--- src/rtl/rcr_pkg.sv ---
// Shared types and helpers for the ripple count reader: FSM states,
// delta saturation and the timestamp width.
package rcr_pkg;

    localparam int TS_WIDTH = 16;

    typedef enum logic [1:0] {
        ACQUIRE,
        TRACK,
        PEND
    } state_t;

    // Clamp a merged delta into the (size+1)-bit two's-complement range.
    function automatic int sat_delta(input int sum, input int size);
        int hi;
        int lo;
        hi = (1 << size) - 1;
        lo = -(1 << size);
        if (sum > hi)
            return hi;
        else if (sum < lo)
            return lo;
        else
            return sum;
    endfunction

endpackage

--- src/rtl/rcr_sync_filter.sv ---
// Two-flop synchroniser plus stability filter for the asynchronous ripple count;
// emits a one-cycle accept pulse when a value has been held long enough.
module rcr_sync_filter #(
    parameter int SIZE          = 4,
    parameter int STABLE_CYCLES = 2
) (
    input  logic            clk,
    input  logic            rst,
    input  logic [SIZE-1:0] cnt_in,
    output logic [SIZE-1:0] value,
    output logic            accept
);

    localparam int SW = $clog2(STABLE_CYCLES + 1);
    localparam logic [SW-1:0] STAB_MAX = SW'(STABLE_CYCLES);

    logic [SIZE-1:0] s1;
    logic [SIZE-1:0] s2;
    logic [SIZE-1:0] prev;
    logic [2:0]      fill;
    logic [SW-1:0]   stab;
    logic            held;

    // NOTE: sequential state uses non-blocking assignments so every flop samples pre-edge values.
    always_ff @(posedge clk or posedge rst) begin
        if (rst) begin
            s1   <= '0;
            s2   <= '0;
            prev <= '0;
            fill <= '0;
            stab <= '0;
            held <= 1'b0;
        end else begin
            s1   <= cnt_in;
            s2   <= s1;
            prev <= s2;
            // Cleared pipeline stages must not count as matching samples.
            fill <= {fill[1:0], 1'b1};
            if (fill[2] && (s2 == prev))
                stab <= (stab == STAB_MAX) ? stab : stab + 1'b1;
            else
                stab <= '0;
            held <= (stab == STAB_MAX);
        end
    end

    assign value  = prev;
    assign accept = (stab == STAB_MAX) && !held;

endmodule

--- src/rtl/ripple_count_reader.sv ---
// Clocked reader for an asynchronous ripple counter: reports settled changes as
// count + saturating delta snapshots. Optional RCR_TIMESTAMP_EN adds out_time.
module ripple_count_reader
    import rcr_pkg::*;
#(
    parameter int SIZE          = 4,
    parameter int STABLE_CYCLES = 2
) (
    input  logic            clk,
    input  logic            rst,
    input  logic [SIZE-1:0] cnt_in,
    output logic            out_valid,
    input  logic            out_ready,
    output logic [SIZE-1:0] out_count,
    output logic [SIZE:0]   out_delta,
    output logic            out_overrun
`ifdef RCR_TIMESTAMP_EN
    ,
    output logic [TS_WIDTH-1:0] out_time
`endif
);

    typedef logic signed [SIZE:0] delta_t;

    state_t          state, state_n;
    logic [SIZE-1:0] base, base_n;
    logic [SIZE-1:0] count_n;
    delta_t          delta_q, delta_n;
    logic            valid_n;
    logic            overrun_n;
    logic            load;

    logic [SIZE-1:0] acc_value;
    logic            accept;
    logic [SIZE-1:0] diff;
    delta_t          step;
    delta_t          merged;
    logic            fresh;

    rcr_sync_filter #(
        .SIZE          (SIZE),
        .STABLE_CYCLES (STABLE_CYCLES)
    ) u_filter (
        .clk    (clk),
        .rst    (rst),
        .cnt_in (cnt_in),
        .value  (acc_value),
        .accept (accept)
    );

    // Modular difference reinterpreted as signed handles wrap in both directions.
    assign diff   = acc_value - base;
    assign step   = {diff[SIZE-1], diff};
    assign merged = delta_t'(sat_delta(int'(delta_q) + int'(step), SIZE));
    assign fresh  = accept && (acc_value != base);

    // NOTE: every always_comb output gets a default first, so no latch is inferred.
    always_comb begin
        state_n   = state;
        base_n    = base;
        count_n   = out_count;
        delta_n   = delta_q;
        valid_n   = out_valid;
        overrun_n = out_overrun;
        load      = 1'b0;
        case (state)
            ACQUIRE: begin
                if (accept) begin
                    base_n  = acc_value;
                    state_n = TRACK;
                end
            end
            TRACK: begin
                if (fresh) begin
                    count_n = acc_value;
                    delta_n = step;
                    base_n  = acc_value;
                    valid_n = 1'b1;
                    load    = 1'b1;
                    state_n = PEND;
                end
            end
            PEND: begin
                if (out_ready) begin
                    if (fresh) begin
                        count_n   = acc_value;
                        delta_n   = step;
                        base_n    = acc_value;
                        overrun_n = 1'b0;
                        load      = 1'b1;
                    end else begin
                        valid_n   = 1'b0;
                        overrun_n = 1'b0;
                        state_n   = TRACK;
                    end
                end else if (fresh) begin
                    count_n   = acc_value;
                    delta_n   = merged;
                    base_n    = acc_value;
                    overrun_n = 1'b1;
                    load      = 1'b1;
                end
            end
            default: state_n = ACQUIRE;
        endcase
    end

    always_ff @(posedge clk or posedge rst) begin
        if (rst) begin
            state       <= ACQUIRE;
            base        <= '0;
            out_count   <= '0;
            delta_q     <= '0;
            out_valid   <= 1'b0;
            out_overrun <= 1'b0;
        end else begin
            state       <= state_n;
            base        <= base_n;
            out_count   <= count_n;
            delta_q     <= delta_n;
            out_valid   <= valid_n;
            out_overrun <= overrun_n;
        end
    end

    assign out_delta = delta_q;

`ifdef RCR_TIMESTAMP_EN
    logic [TS_WIDTH-1:0] ts_cnt;

    always_ff @(posedge clk or posedge rst) begin
        if (rst) begin
            ts_cnt   <= '0;
            out_time <= '0;
        end else begin
            ts_cnt <= ts_cnt + 1'b1;
            if (load)
                out_time <= ts_cnt;
        end
    end
`else
    logic unused_load;
    assign unused_load = load;
`endif

endmodule
--- config.mk ---
export PLATFORM = sky130hd
export DESIGN_NAME = ripple_count_reader
export DESIGN_NICKNAME = d
export VERILOG_FILES = /design/src/rtl/rcr_pkg.sv /design/src/rtl/rcr_sync_filter.sv /design/src/rtl/ripple_count_reader.sv
export SDC_FILE = /design/constraint.sdc
export NUM_CORES = 1
export LEC_CHECK = 0
export ABC_AREA = 1
export CORE_MARGIN = 2
export CORE_UTILIZATION = 45
export CTS_BUF_LIST = sky130_fd_sc_hd__clkbuf_2 sky130_fd_sc_hd__clkbuf_4 sky130_fd_sc_hd__clkbuf_8
export DETAILED_ROUTE_END_ITERATION = 10
export PLACE_DENSITY = 0.67
export SKIP_CTS_REPAIR_TIMING = 1
export SLEW_MARGIN = 20
export SYNTH_ARGS = -nofsm -noshare
export SYNTH_HDL_FRONTEND = slang
export SYNTH_SLANG_ARGS = --single-unit
--- constraint.sdc ---
create_clock -name clk -period 2.24 [get_ports clk]
set_input_delay 0.336 -clock clk [delete_from_list [all_inputs] [get_ports clk]]
set_output_delay 0.336 -clock clk [all_outputs]
set_load 0.005 [all_outputs]
==> results of run 1 <==
## sequential cells by signal (all words and copies together) (netlist names)
register and flops:
u_filter.stab 2, u_filter.s2 4, u_filter.value 4, state 2, u_filter.fill 3, u_filter.held 1, out_delta 5, base 4
u_filter.s1 4, out_overrun 1, out_count 4, out_valid 1
## worst paths after layout
| check | start | to | slack (ns) | cells after the start |
|---|---|---|---|---|
| max | u_filter.value[0]$_DFF_PP0_ | out_delta[1]$_DFFE_PP0P_ | -0.14 | 15 |
| min reg2reg | u_filter.s1[1]$_DFF_PP0_ | u_filter.s2[1]$_DFF_PP0_ | 0.35 | 0 |
| max in group asynchronous | rst | out_valid$_DFFE_PP0P_ | 1.48 | 3 |
| max reg2reg | u_filter.value[0]$_DFF_PP0_ | out_delta[1]$_DFFE_PP0P_ | -0.14 | 15 |
| min in group asynchronous | rst | u_filter.s1[0]$_DFF_PP0_ | 0.44 | 3 |
| min | u_filter.s1[1]$_DFF_PP0_ | u_filter.s2[1]$_DFF_PP0_ | 0.35 | 0 |
## power groups by stage
stage	combinational [mW]	sequential (mW)	clock, mW
final	1.68	0.840	0.579
after detailed placement	1.61	0.854	0
after global routing	1.95	0.858	0.629
after global placement	1.59	0.848	0
after floorplan	1.19	0.839	0
after CTS	1.61	0.841	0.604
## metal layers
| metal | wire length [um] | vias up | share of wire, % |
|---|---|---|---|
| met4 | 40 | 0 | 1.2 |
| met3 | 102 | 6 | 3.1 |
| met1 | 1540 | 650 | 47 |
| li1 | - | 732 | - |
| met5 | 0 | - | 0 |
| met2 | 1580 | 21 | 48 |
## through the flow
step	TNS (ns)	worst slack (ns)	hold WS, ns	utilization (%)
after floorplan	-0.153	-0.0435	0.331	-
after global placement	-0.502	-0.130	0.332	54.9
after detailed placement	-0.542	-0.140	0.336	54.9
after CTS	-0.680	-0.166	0.354	57.7
after global routing	-1.33	-0.329	0.359	58.4
final	-0.502	-0.136	0.352	58.4
## kinds of logic after synthesis
group | Yosys count
AO/OA/AOI/OAI | 21
XOR/XNOR | 7
adder cells (fa/ha/maj) | 15
buffers and inverters | 27
flip-flops | 35
other | 1
AND/OR/NAND/NOR | 106
## cells in the final DEF, fill, tap and decap left out, types with 9 or more instances in the layout
cell type and instances:
nand2_1 64, dfrtp_1 35, inv_1 17, clkdlybuf4s50_1 17
nor2_1 14, ha_1 12, buf_4 10, inv_2 9
nand3_1 9
## final cells by class
cell class                 count  share of cell area [%]
tap                           50                    2.66
multi-input combinational    150                    40.4
clock inverter                 3                    1.97
timing repair buffer          27                    10.4
inverter                      27                    4.41
sequential                    35                    37.2
clock buffer                   5                    2.92
==> results.py, run 1 <==
metrics = {
    "status": {
        "status": "finished, violations left",
        "violations": "negative setup slack",
    },
    "die": {
        "rows": 23,
        "die_h_um": 68.9,
        "die_area_um2": 4740,
        "initial_core_util_pct": 47.0,
        "die_w_um": 68.9,
        "coreArea_um2": 4030,
        "io_pins": 18,
    },
    "power_and_ir_drop": {
        "cellPowerDensity_nw_per_um2": 1320,
        "p_int_mw": 1.83,
        "clkPwrFrac_pct": 18.7,
        "power_mw": 3.10,
        "seqPwrFrac_pct": 27.1,
        "switching_share_pct": 40.9,
        "pwr-share-comb_pct": 54.3,
        "leakage_nw": 1.17,
        "ir_worst_vdd_mv": 0.587,
        "p_switching_mw": 1.27,
    },
    "setup_path": {
        "cp.buffers_inverters": 3,
        "cp-start-kind": "register",
        "path_class": "register to register",
        "crit_path_frequent_cell": "nand2_1",
        "slowest_stage": "fa_2",
        "critical_path_arrival_ns": 2.56,
        "crit_path_end_kind": "register",
        "cp.required_ns": 2.42,
        "worstPathMaxFanout": 4,
        "critPathTopFamily": "adder cells",
        "critPathMaxStageDelay_ns": 0.53,
        "cp_cell_sequence": "inv_2 -> ha_4 -> inv_2 -> fa_2 -> inv_2 -> fa_2 -> nand3b_1 -> nand2_1 -> nand2_1 -> nand2_1 -> nand2_1 -> nand2_2 -> nand2_1 -> nand2_1 -> nand2_1",
    },
    "cts": {
        "cts_tree": "yes",
        "clkLatencyLatePin_ns": 0.28,
        "path_clk_slew_ns": 0.08,
        "cts.sinks": 35,
        "ctsHtreeMaxLevel": 2,
        "cts_root_buf": "clkbuf_8",
        "numCtsBuffers": 5,
        "clockBufferDepth": 2,
    },
    "timing": {
        "final-hold-violation-count": 0,
        "rsz0062_at_grt": "yes",
        "setup_viol": 4,
        "setup_slack_ns": -0.136,
        "fin_skew_ns": 0.00564,
        "slew_viol_final": 0,
        "fmax_ghz": 0.421,
        "period_needed_ns": 2.38,
        "period_share_pct": 106,
    },
    "hold_path": {
        "worstHoldPathType": "register to register",
    },
    "route": {
        "first_iter_violations": 33,
        "wl_per_cell_um": 11.0,
        "drc": 0,
        "wirelength_mm": 3.26,
        "routed-via-count": 1409,
        "via_per_inst": 4.74,
        "drt_first_pass_iters": 4,
        "antenna_left": 0,
    },
    "layout": {
        "finalNetCount": 268,
        "layout.cells.non_filler": 297,
        "multi_input_area_um2": 951,
        "seqCellArea_um2": 876,
        "area_growth_pct": 24.3,
        "final_cell_area_um2": 2350,
        "layout-drive-gt1-share_pct": 21.9,
        "fillCellCount": 380,
        "diodes": 0,
    },
    "synth": {
        "synth.yosys.seq_area_share_pct": 46.3,
        "synth_fp_nets": 234,
        "synth.most_common_cell": "nand2_1",
        "synth_area_leaders": "dfrtp_1 46%, nand2_1 14%, ha_1 8.6%",
        "ys_ff_latch": 35,
        "yosysWarningCount": 0,
        "synth-xor-area-share_pct": 3.24,
        "synthSimpleGateAreaFrac_pct": 25.7,
        "synth-edff-count": 0,
        "syn_area_per_cell_um2": 8.93,
        "synthFlopType": "dfrtp_1",
        "synth_area_um2": 1890,
        "synth_compound_area_share_pct": 8.39,
        "async_reset_ff_share_pct": 100,
        "synth_top_family_by_area": "simple AND/OR/NAND/NOR gates",
        "yosys.area_share.adder_pct": 10.7,
        "yosysTopAreaCellShare_pct": 46.3,
        "synth.top_cells.by_count": "69 x nand2_1, 35 x dfrtp_1, 20 x inv_1",
        "yosysTopAreaCell": "dfrtp_1",
        "yosysUniqueCellTypes": 30,
        "synthCells": 212,
        "synth_mux_area_share_pct": 0,
    },
    "global_routing": {
        "grt_start_max_net_pins": 36,
        "antenna_found_initial": 0,
        "global_route.usage.met1_pct": 20.9,
        "grt_pass1_wl_mm": 5.71,
        "use_met3_pct": 4.38,
        "grt_pass1_vias": 1340,
        "grt.total_usage_pct": 16.6,
        "busiest_layer": "met2",
        "overflow": 0,
        "gr-usage-met2_pct": 27.6,
    },
    "job": {
        "timing.max_cap.violations": 0,
    },
    "placed_design": {
        "gp_congestion": 0.849,
        "io_buffers": 17,
        "dpl.hpwl_mm": 2.48,
        "dpl-instance-area_um2": 2210,
        "dp.cells": 288,
    },
}
Power figures use the tool's default switching activity.
==> inputs of run 2 (changes only) <==
Settings changed: ABC_AREA 1 to not set.
==> run 2 against run 1 <==
- the flow still finishes with violations (negative setup slack)
- sequential cell count unchanged
- register-to-register slack worse by 0.44 ns
- routed wire length up 11%
- highest routed layer unchanged
- largest cell class unchanged
- hold slack worse by 0.0012 ns
- sequential share of layout area down 0.49 points
- synthesized area down 6.4%
- power down 41%
==> results.py, run 2 <==
metrics = {
    "cts": {
        "path_clk_slew_ns": 0.08,
        "numCtsBuffers": 5,
        "cts_root_buf": "clkbuf_8",
        "cts.sinks": 35,
        "clkLatencyLatePin_ns": 0.30,
        "ctsHtreeMaxLevel": 2,
        "cts_tree": "yes",
        "clockBufferDepth": 2,
    },
    "synth": {
        "synth-edff-count": 0,
        "synthFlopType": "dfrtp_1",
        "synth_compound_area_share_pct": 15.5,
        "synth.yosys.seq_area_share_pct": 49.4,
        "syn_area_per_cell_um2": 11.0,
        "synthSimpleGateAreaFrac_pct": 9.25,
        "synth.top_cells.by_count": "35 x dfrtp_1, 16 x inv_1, 14 x nand2_1",
        "yosysWarningCount": 0,
        "synth_area_leaders": "dfrtp_1 49%, ha_1 9.2%, mux2_2 4.4%",
        "yosysTopAreaCellShare_pct": 49.4,
        "synth_fp_nets": 183,
        "synth.most_common_cell": "dfrtp_1",
        "synth-xor-area-share_pct": 4.38,
        "synth_area_um2": 1770,
        "synth_mux_area_share_pct": 6.21,
        "synthCells": 161,
        "yosysUniqueCellTypes": 37,
        "yosys.area_share.adder_pct": 11.4,
        "async_reset_ff_share_pct": 100,
        "yosysTopAreaCell": "dfrtp_1",
        "ys_ff_latch": 35,
        "synth_top_family_by_area": "compound AO/OA/AOI/OAI gates",
    },
    "layout": {
        "fillCellCount": 301,
        "layout-drive-gt1-share_pct": 28.4,
        "final_cell_mix": "35 x dfrtp_1, 26 x buf_4, 17 x clkdlybuf4s50_1",
        "final_util_pct": 64.2,
        "diodes": 0,
        "finalNetCount": 232,
        "area_growth_pct": 34.6,
        "largest_reg_flops": 5,
        "final_common_cell": "dfrtp_1",
        "layout.cells.non_filler": 259,
    },
    "die": {
        "initial_core_util_pct": 47.7,
        "die_h_um": 66.7,
        "io_pins": 18,
        "coreArea_um2": 3720,
        "rows": 22,
        "die_area_um2": 4450,
        "die_w_um": 66.7,
    },
    "setup_path": {
        "crit_path_frequent_cell": "a21o_1",
        "cp.required_ns": 2.40,
        "cp-start-kind": "register",
        "critPathTopFamily": "compound AO/OA/AOI/OAI gates",
        "cp_cell_sequence": "ha_4 -> a21o_1 -> a21o_1 -> xnor2_2 -> ha_1 -> inv_2 -> or4b_4 -> o32a_1 -> a31oi_1 -> o31ai_1",
        "worstPathMaxFanout": 3,
        "critPathMaxStageDelay_ns": 0.48,
        "path_class": "register to register",
        "cp.buffers_inverters": 1,
        "critical_path_arrival_ns": 2.97,
        "crit_path_end_kind": "register",
        "slowest_stage": "or4b_4",
    },
    "timing": {
        "slew_headroom_pct": 56.0,
        "period_share_pct": 125,
        "tns_ns": -2.18,
        "setup_slack_ns": -0.571,
        "worst_pin_slew_ns": 0.659,
        "final-hold-violation-count": 0,
        "rsz0062_at_grt": "yes",
        "fin_skew_ns": 0.00683,
        "slew_viol_final": 0,
        "holdWs_ns": 0.351,
        "fmax_ghz": 0.356,
        "setup_viol": 5,
        "period_needed_ns": 2.81,
    },
    "route": {
        "wirelength_mm": 3.63,
        "routed-via-count": 1365,
        "via_per_inst": 5.27,
        "first_iter_violations": 42,
        "wl_per_cell_um": 14.0,
        "antenna_left": 0,
        "drc": 0,
        "drt_first_pass_iters": 4,
    },
    "power_and_ir_drop": {
        "clkPwrFrac_pct": 24.8,
        "p_int_mw": 1.23,
        "seqPwrFrac_pct": 39.7,
        "p_switching_uw": 607,
        "leakage_nw": 1.10,
        "cellPowerDensity_nw_per_um2": 769,
        "switching_share_pct": 33.1,
        "ir_worst_vdd_mv": 0.489,
        "pwr-share-comb_pct": 35.5,
    },
    "global_routing": {
        "antenna_found_initial": 0,
        "grt_pass1_vias": 1384,
        "overflow": 0,
        "grt_start_max_net_pins": 36,
        "grt_pass1_wl_mm": 5.95,
        "grt.total_usage_pct": 18.2,
    },
    "placed_design": {
        "gp_congestion": 0.832,
        "dpl.hpwl_mm": 2.63,
        "dp.cells": 245,
        "io_buffers": 17,
        "pre_cts_ws_ns": -0.795,
    },
    "hold_path": {
        "worstHoldPathType": "register to register",
    },
    "job": {
        "timing.max_cap.violations": 0,
    },
    "status": {
        "violations": "negative setup slack",
        "status": "finished, violations left",
    },
}
run 2: changes by cell type after synthesis, moves of 5 or more:
cell     change
a21oi_1      +7
o21ai_1      -6
nand2_4      -5
inv_2        -6
nand3_1      -7
mux2_2       +7
o31ai_1      +5
nand2_1     -55
run 2: kinds of logic after synthesis:
| family | after synthesis |
|---|---|
| AO/OA/AOI/OAI | 39 |
| XOR/XNOR | 8 |
| adder cells (fa/ha/maj) | 15 |
| buffers and inverters | 17 |
| flip-flops | 35 |
| multiplexers | 10 |
| other | 1 |
| AND/OR/NAND/NOR | 36 |
run 2: worst reg2reg max path: cells and delay by family, from the launching register on:
| kind | cells | cell delay (ns) |
|---|---|---|
| compound gates | 5 | 1.00 |
| fa+ha+maj | 2 | 0.58 |
| simple gates | 1 | 0.48 |
| flops | 1 | 0.42 |
| xor+xnor | 1 | 0.15 |
| buf+inv | 1 | 0.05 |
run 2: cell type report:
class                           instances  area (um2)  area share [%]
Inverter                               16        60.1            2.52
Tap cell                               48        60.1            2.52
Sequential cell                        35         876            36.7
Multi-Input combinational cell        109         935            39.2
Timing Repair Buffer                   43         365            15.3
Clock buffer                            5        68.8            2.89
Clock inverter                          3        20.0           0.839
run 2: power by group through the flow:
| stage | clock [mW] | sequential (mW) | combinational [mW] |
|---|---|---|---|
| final | 0.455 | 0.727 | 0.651 |
| after floorplan | 0 | 0.731 | 0.365 |
| after global placement | 0 | 0.731 | 0.524 |
| after detailed placement | 0 | 0.737 | 0.553 |
| after CTS | 0.463 | 0.725 | 0.556 |
| after global routing | 0.499 | 0.737 | 0.714 |
run 2: layer usage:
| metal | global-route usage, % | part of all wire, % |
|---|---|---|
| met1 | 20.9 | 40 |
| met2 | 30.8 | 52 |
| met3 | 5.24 | 3.5 |
| met4 | 9.44 | 4.0 |
| met5 | 0 | 0 |
run 2: final timing paths:
| path | depth (start not counted) | slack (ns) | startpoint | to |
|---|---|---|---|---|
| min | 0 | 0.35 | u_filter.fill[1]$_DFF_PP0_ | u_filter.fill[2]$_DFF_PP0_ |
| max in group asynchronous | 3 | 1.50 | rst | out_overrun$_DFFE_PP0P_ |
| max | 10 | -0.57 | u_filter.value[1]$_DFF_PP0_ | out_delta[2]$_DFFE_PP0P_ |
| max reg2reg | 10 | -0.57 | u_filter.value[1]$_DFF_PP0_ | out_delta[2]$_DFFE_PP0P_ |
| min in group asynchronous | 3 | 0.44 | rst | u_filter.value[1]$_DFF_PP0_ |
| min reg2reg | 0 | 0.35 | u_filter.fill[1]$_DFF_PP0_ | u_filter.fill[2]$_DFF_PP0_ |
run 2: through the flow:
stage	area (um2)	total power, mW
after floorplan	1780	1.10
after global placement	2160	1.26
after detailed placement	2160	1.29
after CTS	2250	1.74
after global routing	2380	1.95
final	2380	1.83
==> inputs of run 3 (changes only) <==
Settings changed: CTS_CLUSTER_SIZE set to 12.
==> results of run 3 <==
Same layout as run 2: the final DEF is identical, and so are final timing and power.
